<file path="config.mk">
export PLATFORM = sky130hd
export DESIGN_NAME = apb_req_arbiter
export DESIGN_NICKNAME = d
export VERILOG_FILES = /design/src/rtl/apb_req_arbiter.sv
export SDC_FILE = /design/constraint.sdc
export NUM_CORES = 1
export LEC_CHECK = 0
export CELL_PAD_IN_SITES_DETAIL_PLACEMENT = 1
export CELL_PAD_IN_SITES_GLOBAL_PLACEMENT = 2
export CORE_UTILIZATION = 35
export CTS_BUF_LIST = sky130_fd_sc_hd__clkbuf_8
export CTS_CLUSTER_DIAMETER = 60
export DETAILED_ROUTE_END_ITERATION = 8
export DONT_BUFFER_PORTS = 1
export PLACE_DENSITY = 0.87
export SYNTH_ARGS = -nofsm -noshare
export SYNTH_HDL_FRONTEND = slang
export SYNTH_SLANG_ARGS = --single-unit
</file>
<file path="constraint.sdc">
create_clock -name pclk -period 3.2 [get_ports pclk]
set_input_delay 0.64 -clock pclk [delete_from_list [all_inputs] [get_ports pclk]]
set_output_delay 0.64 -clock pclk [all_outputs]
set_load 0.005 [all_outputs]
</file>
<file path="src/rtl/apb_req_arbiter.sv">
// Round-robin arbiter that shares one APB completer among NUM_REQ requesters
// and turns each grant into a SETUP/ACCESS transfer with wait-state timeout.
module apb_req_arbiter #(
  parameter int NUM_REQ    = 2,
  parameter int WIDTH      = 32,
  parameter int ADDR_WIDTH = 8,
  parameter int TIMEOUT    = 15
) (
  input  logic                          pclk,
  input  logic                          presetn,
  input  logic [NUM_REQ-1:0]            req,
  input  logic [NUM_REQ-1:0]            req_write,
  input  logic [NUM_REQ*ADDR_WIDTH-1:0] req_addr,
  input  logic [NUM_REQ*WIDTH-1:0]      req_wdata,
  output logic [NUM_REQ-1:0]            gnt,
  output logic [NUM_REQ-1:0]            done,
  output logic [WIDTH-1:0]              rsp_rdata,
  output logic                          rsp_err,
  output logic                          psel,
  output logic                          penable,
  output logic                          pwrite,
  output logic [ADDR_WIDTH-1:0]         paddr,
  output logic [WIDTH-1:0]              pwdata,
  input  logic [WIDTH-1:0]              prdata,
  input  logic                          pready,
  input  logic                          pslverr
);

  localparam int IDXW = (NUM_REQ > 1) ? $clog2(NUM_REQ) : 1;
  localparam int CNTW = (TIMEOUT > 0) ? $clog2(TIMEOUT + 1) : 1;
  localparam logic [CNTW-1:0] TIMEOUT_CNT = CNTW'(TIMEOUT);
  localparam logic [IDXW-1:0] LAST_RST    = IDXW'(NUM_REQ - 1);

  typedef enum logic [1:0] {IDLE, SETUP, ACCESS} state_e;

  state_e                 state_q;
  logic [IDXW-1:0]        last_q;
  logic [CNTW-1:0]        wait_cnt_q;
  logic [CNTW-1:0]        wait_cnt_d;
  logic [NUM_REQ-1:0]     gnt_q;
  logic [NUM_REQ-1:0]     done_q;
  logic                   psel_q;
  logic                   penable_q;
  logic                   pwrite_q;
  logic                   rsp_err_q;
  logic [ADDR_WIDTH-1:0]  paddr_q;
  logic [WIDTH-1:0]       pwdata_q;
  logic [WIDTH-1:0]       rsp_rdata_q;

  logic [NUM_REQ-1:0]     eligible;
  logic                   win_valid_d;
  logic [IDXW-1:0]        win_idx_d;
  logic [IDXW-1:0]        cand;
  logic                   win_write_d;
  logic [ADDR_WIDTH-1:0]  win_addr_d;
  logic [WIDTH-1:0]       win_wdata_d;
  logic                   timeout_hit;

  // A requester completing this cycle is held out for one arbitration so
  // it cannot be re-granted straight away while still holding req.
  assign eligible = req & ~done_q;

  always_comb begin
    win_valid_d = 1'b0;
    win_idx_d   = last_q;
    cand        = '0;
    for (int k = 1; k <= NUM_REQ; k++) begin
      cand = IDXW'((int'(last_q) + k) % NUM_REQ);
      if (!win_valid_d && eligible[cand]) begin
        win_valid_d = 1'b1;
        win_idx_d   = cand;
      end
    end
  end

  always_comb begin
    win_write_d = req_write[win_idx_d];
    win_addr_d  = req_addr[int'(win_idx_d)*ADDR_WIDTH +: ADDR_WIDTH];
    win_wdata_d = req_wdata[int'(win_idx_d)*WIDTH +: WIDTH];
  end

  assign wait_cnt_d  = (wait_cnt_q == '1) ? wait_cnt_q : wait_cnt_q + 1'b1;
  assign timeout_hit = (TIMEOUT != 0) && !pready && (wait_cnt_d == TIMEOUT_CNT);

  always_ff @(posedge pclk or negedge presetn) begin
    if (!presetn) begin
      state_q     <= IDLE;
      last_q      <= LAST_RST;
      wait_cnt_q  <= '0;
      gnt_q       <= '0;
      done_q      <= '0;
      psel_q      <= 1'b0;
      penable_q   <= 1'b0;
      pwrite_q    <= 1'b0;
      paddr_q     <= '0;
      pwdata_q    <= '0;
      rsp_err_q   <= 1'b0;
      rsp_rdata_q <= '0;
    end else begin
      done_q <= '0;
      case (state_q)
        IDLE: begin
          if (win_valid_d) begin
            state_q    <= SETUP;
            psel_q     <= 1'b1;
            gnt_q      <= NUM_REQ'(1) << win_idx_d;
            last_q     <= win_idx_d;
            pwrite_q   <= win_write_d;
            paddr_q    <= win_addr_d;
            pwdata_q   <= win_wdata_d;
            wait_cnt_q <= '0;
          end
        end
        SETUP: begin
          penable_q <= 1'b1;
          state_q   <= ACCESS;
        end
        ACCESS: begin
          // A timed-out transfer reports an error with zeroed read data.
          if (pready || timeout_hit) begin
            state_q     <= IDLE;
            psel_q      <= 1'b0;
            penable_q   <= 1'b0;
            gnt_q       <= '0;
            done_q      <= gnt_q;
            rsp_err_q   <= pready ? pslverr : 1'b1;
            rsp_rdata_q <= (pready && !pwrite_q) ? prdata : '0;
          end else begin
            wait_cnt_q <= wait_cnt_d;
          end
        end
        default: state_q <= IDLE;
      endcase
    end
  end

  assign gnt       = gnt_q;
  assign done      = done_q;
  assign psel      = psel_q;
  assign penable   = penable_q;
  assign pwrite    = pwrite_q;
  assign paddr     = paddr_q;
  assign pwdata    = pwdata_q;
  assign rsp_err   = rsp_err_q;
  assign rsp_rdata = rsp_rdata_q;

endmodule

</file>
==> metrics.txt <==
outcome=finished, final reports clean; H-tree depth=3; Simple-Gate Fraction of Synth Area=around 9%; max frequency=roughly 460 MHz; clk root buf=clkbuf_8; synthesized flop and latch total=87; clock sink count=87; drt drc=0; initial drt markers=87; Synth Area in XOR/XNOR=0%; clock latency on the worst-skew pair=between 0.3 and 0.4 ns; Cells after Synth=approximately 320; Worst setup SP type=flop; Detail Route Antenna Nets=0; Mapped Area=approximately 3700 um^2; Min Hold Slack=0.141 ns; Final period util=67.5%; nets=435; setup tns final=0 ns; Post-CTS Setup Bufs=0; GRT overflow=0; Avg Synthesized Cell Area=11.6 um^2; largest family of logic cells by synthesized area=compound AO/OA/AOI/OAI gates; Critical Path End Type=flop; most frequent cells after synthesis=dfrtp_1, nand2_1, o21ai_0, mux2i_1, a22o_1; met2 Use GR=29.1%; height of the chip=105 um; PwrDens=1010 nW/um^2; Worst EP required=3.42 ns; biggest area consumer among synthesized cells=dfrtp_1; Place WS=1.07 ns; TritonCTS clock tree=done; Switching Share=38.9%; count of buffers from port buffering=0; share of layout cells above drive strength 1=a little under 9%; fin cells=455; internal power=2480 uW; row cnt=37; critical path type=reg -> reg; max_cap viols=0; Avg WL per Cell=slightly below 20 um; Die ar.=11,000 um^2; area share of fa/ha/maj cells after synthesis=0.339%; Fin Clk Skew=0.0293 ns; WP data arrival=around 2.4 ns; met3 Use GR=~5%; final hold violations=0; count leader, synth=dfrtp_1; register area share after synthesis=approximately three fifths; Final Instance Area=~4000 um^2; gpl congestion=~0.76; Ports=200; grt met1 use=between 10% and 20%; core area=approximately 10,000 um^2; Clk pwr share=18.8%; Post-synth top flop=dfrtp_1; first drt pass iteration count=6; Inserted Clock Buffers=9; CTS max path bufs=2; routed wire length=8930 um; Synth warnings=0; final setup violation count=0; crit-path max FO=37; RSZ-0062 raised after global routing=no; EDFF count, synth=0; Synth area leaders=dfrtp_1, mux2i_1, a22o_1, o21ai_0, nand2_1; Worst IR Drop VDD=about 0.53 mV; via count=2,474; NetSw=1580 uW; relative max-transition margin=around half; DP HPWL=6270 um; Synth async-reset ratio=100%; vias in the first global route=2,621; first-pass GRT wire length=about 14,000 um; min cycle time layout=roughly 2.2 ns; # diodes=0; Reg clk slew, reported paths=0.08 ns; dpl cell area=approximately 3800 um^2; GR Util All Layers=16.6%; initial antenna violation count=0; Top Usage Layer GRT=met2; top cell type's share of synthesized area=between 50% and 60%; worst hold path class=in -> async; fillcell total=1,144; Syn-to-layout area delta=9.22%; placed cells=438; via density per instance=about 5.4; P_leak=0.00187 uW; Comb pwr share=29.8%; sequential share of power=between 50% and 60%; Syn Nets=440; largest net degree at the start of global routing=just under 90; Synth Area in Compound Gates=17.3%; Die W=105 um; Initial Utilization=35.9%; Slew Limit Fails=0; Yosys cell types=36; Least-Margin Pin Slew=0.729 ns; setup ws final=1.04 ns; mux cell area share after synthesis=between 10% and 20%
## logic make-up (layout without fill, tap and decap cells)
group / count (synthesis) / in the layout
and+or+nand+nor: 71 / 71
AOI/OAI and AO/OA: 94 / 94
adders and majority gates: 1 / 1
buffers and inverters: 25 / 25
DFF: 87 / 87
muxes: 41 / 41
## final cells by class
class	count	area, um^2	area share, %
multi-input combinational	207	1400	34.8
clock inverter	7	73.8	1.83
timing repair buffer	4	62.6	1.55
inverter	5	18.8	0.466
tap	136	170	4.22
clock buffer	9	124	3.07
sequential	87	2180	54.0
## cell usage in the layout, fill, tap and decap left out, types with 3 or more instances in the layout
cell	count
mux2i_1	41
nor2_1	6
inv_1	4
o211ai_1	3
clkbuf_8	9
a21oi_1	4
dfrtp_1	86
inv_8	3
nand2b_1	4
a22o_1	33
nand2_1	45
o21ai_0	43
## through the flow
| stage | utilization, % | total power [uW] |
|---|---|---|
| 5_1_grt | 39.2 | 4380 |
| 4_1_cts | 39.2 | 4130 |
| 2_1_floorplan | - | 2940 |
| 3_3_place_gp | 37.0 | 3220 |
| 3_5_place_dp | 37.0 | 3330 |
| 6_report | 39.2 | 4060 |
## routing by layer
metal / part of all wire (%) / wire (um)
met2: 53 / 4690
met1: 39 / 3440
met5: 0 / 0
met4: 1.5 / 133
met3: 7.4 / 661
## critical path, cell delays in order, from the launching register on
cell	delay, ns
dfrtp_1	0.46
ha_1	0.31
nand4bb_1	0.28
a41oi_2	0.37
nand2_4	0.29
a22o_1	0.33
## registers in the layout, summed over array words and instances (netlist names)
signal	count
paddr	8
pwdata	32
pwrite	1
gnt	2
done	2
last_q	1
penable	1
psel	1
wait_cnt_q	4
rsp_rdata	32
rsp_err	1
state_q	2
## power by group through the flow
| stage | clock network [uW] | logic [uW] | registers, uW |
|---|---|---|---|
| after detailed placement | 0 | 1230 | 2110 |
| after global routing | 832 | 1400 | 2150 |
| after floorplan | 0 | 1000 | 1940 |
| after CTS | 790 | 1240 | 2090 |
| after global placement | 0 | 1130 | 2090 |
| final | 762 | 1210 | 2080 |
## worst paths after layout
check	from	slack, ns	cells past startpoint	endpoint
max	wait_cnt_q[0]$_DFFE_PN0P_	1.04	5	rsp_rdata[24]$_DFFE_PN0P_
min	presetn	0.14	0	last_q$_DFFE_PN1P_
max reg2reg	wait_cnt_q[0]$_DFFE_PN0P_	1.04	5	rsp_rdata[24]$_DFFE_PN0P_
min reg2reg	pwdata[20]$_DFFE_PN0P_	0.53	2	pwdata[20]$_DFFE_PN0P_
max in group asynchronous	presetn	2.63	1	state_q[0]$_DFFE_PN0P_
min in group pclk	prdata[8]	0.40	1	rsp_rdata[8]$_DFFE_PN0P_
## what timing repair did
action,in CTS,in global routing
hold buffers,1,0
resized for setup,0,0
hold endpoints to repair,86,0
(Power assumes the default switching activity.)
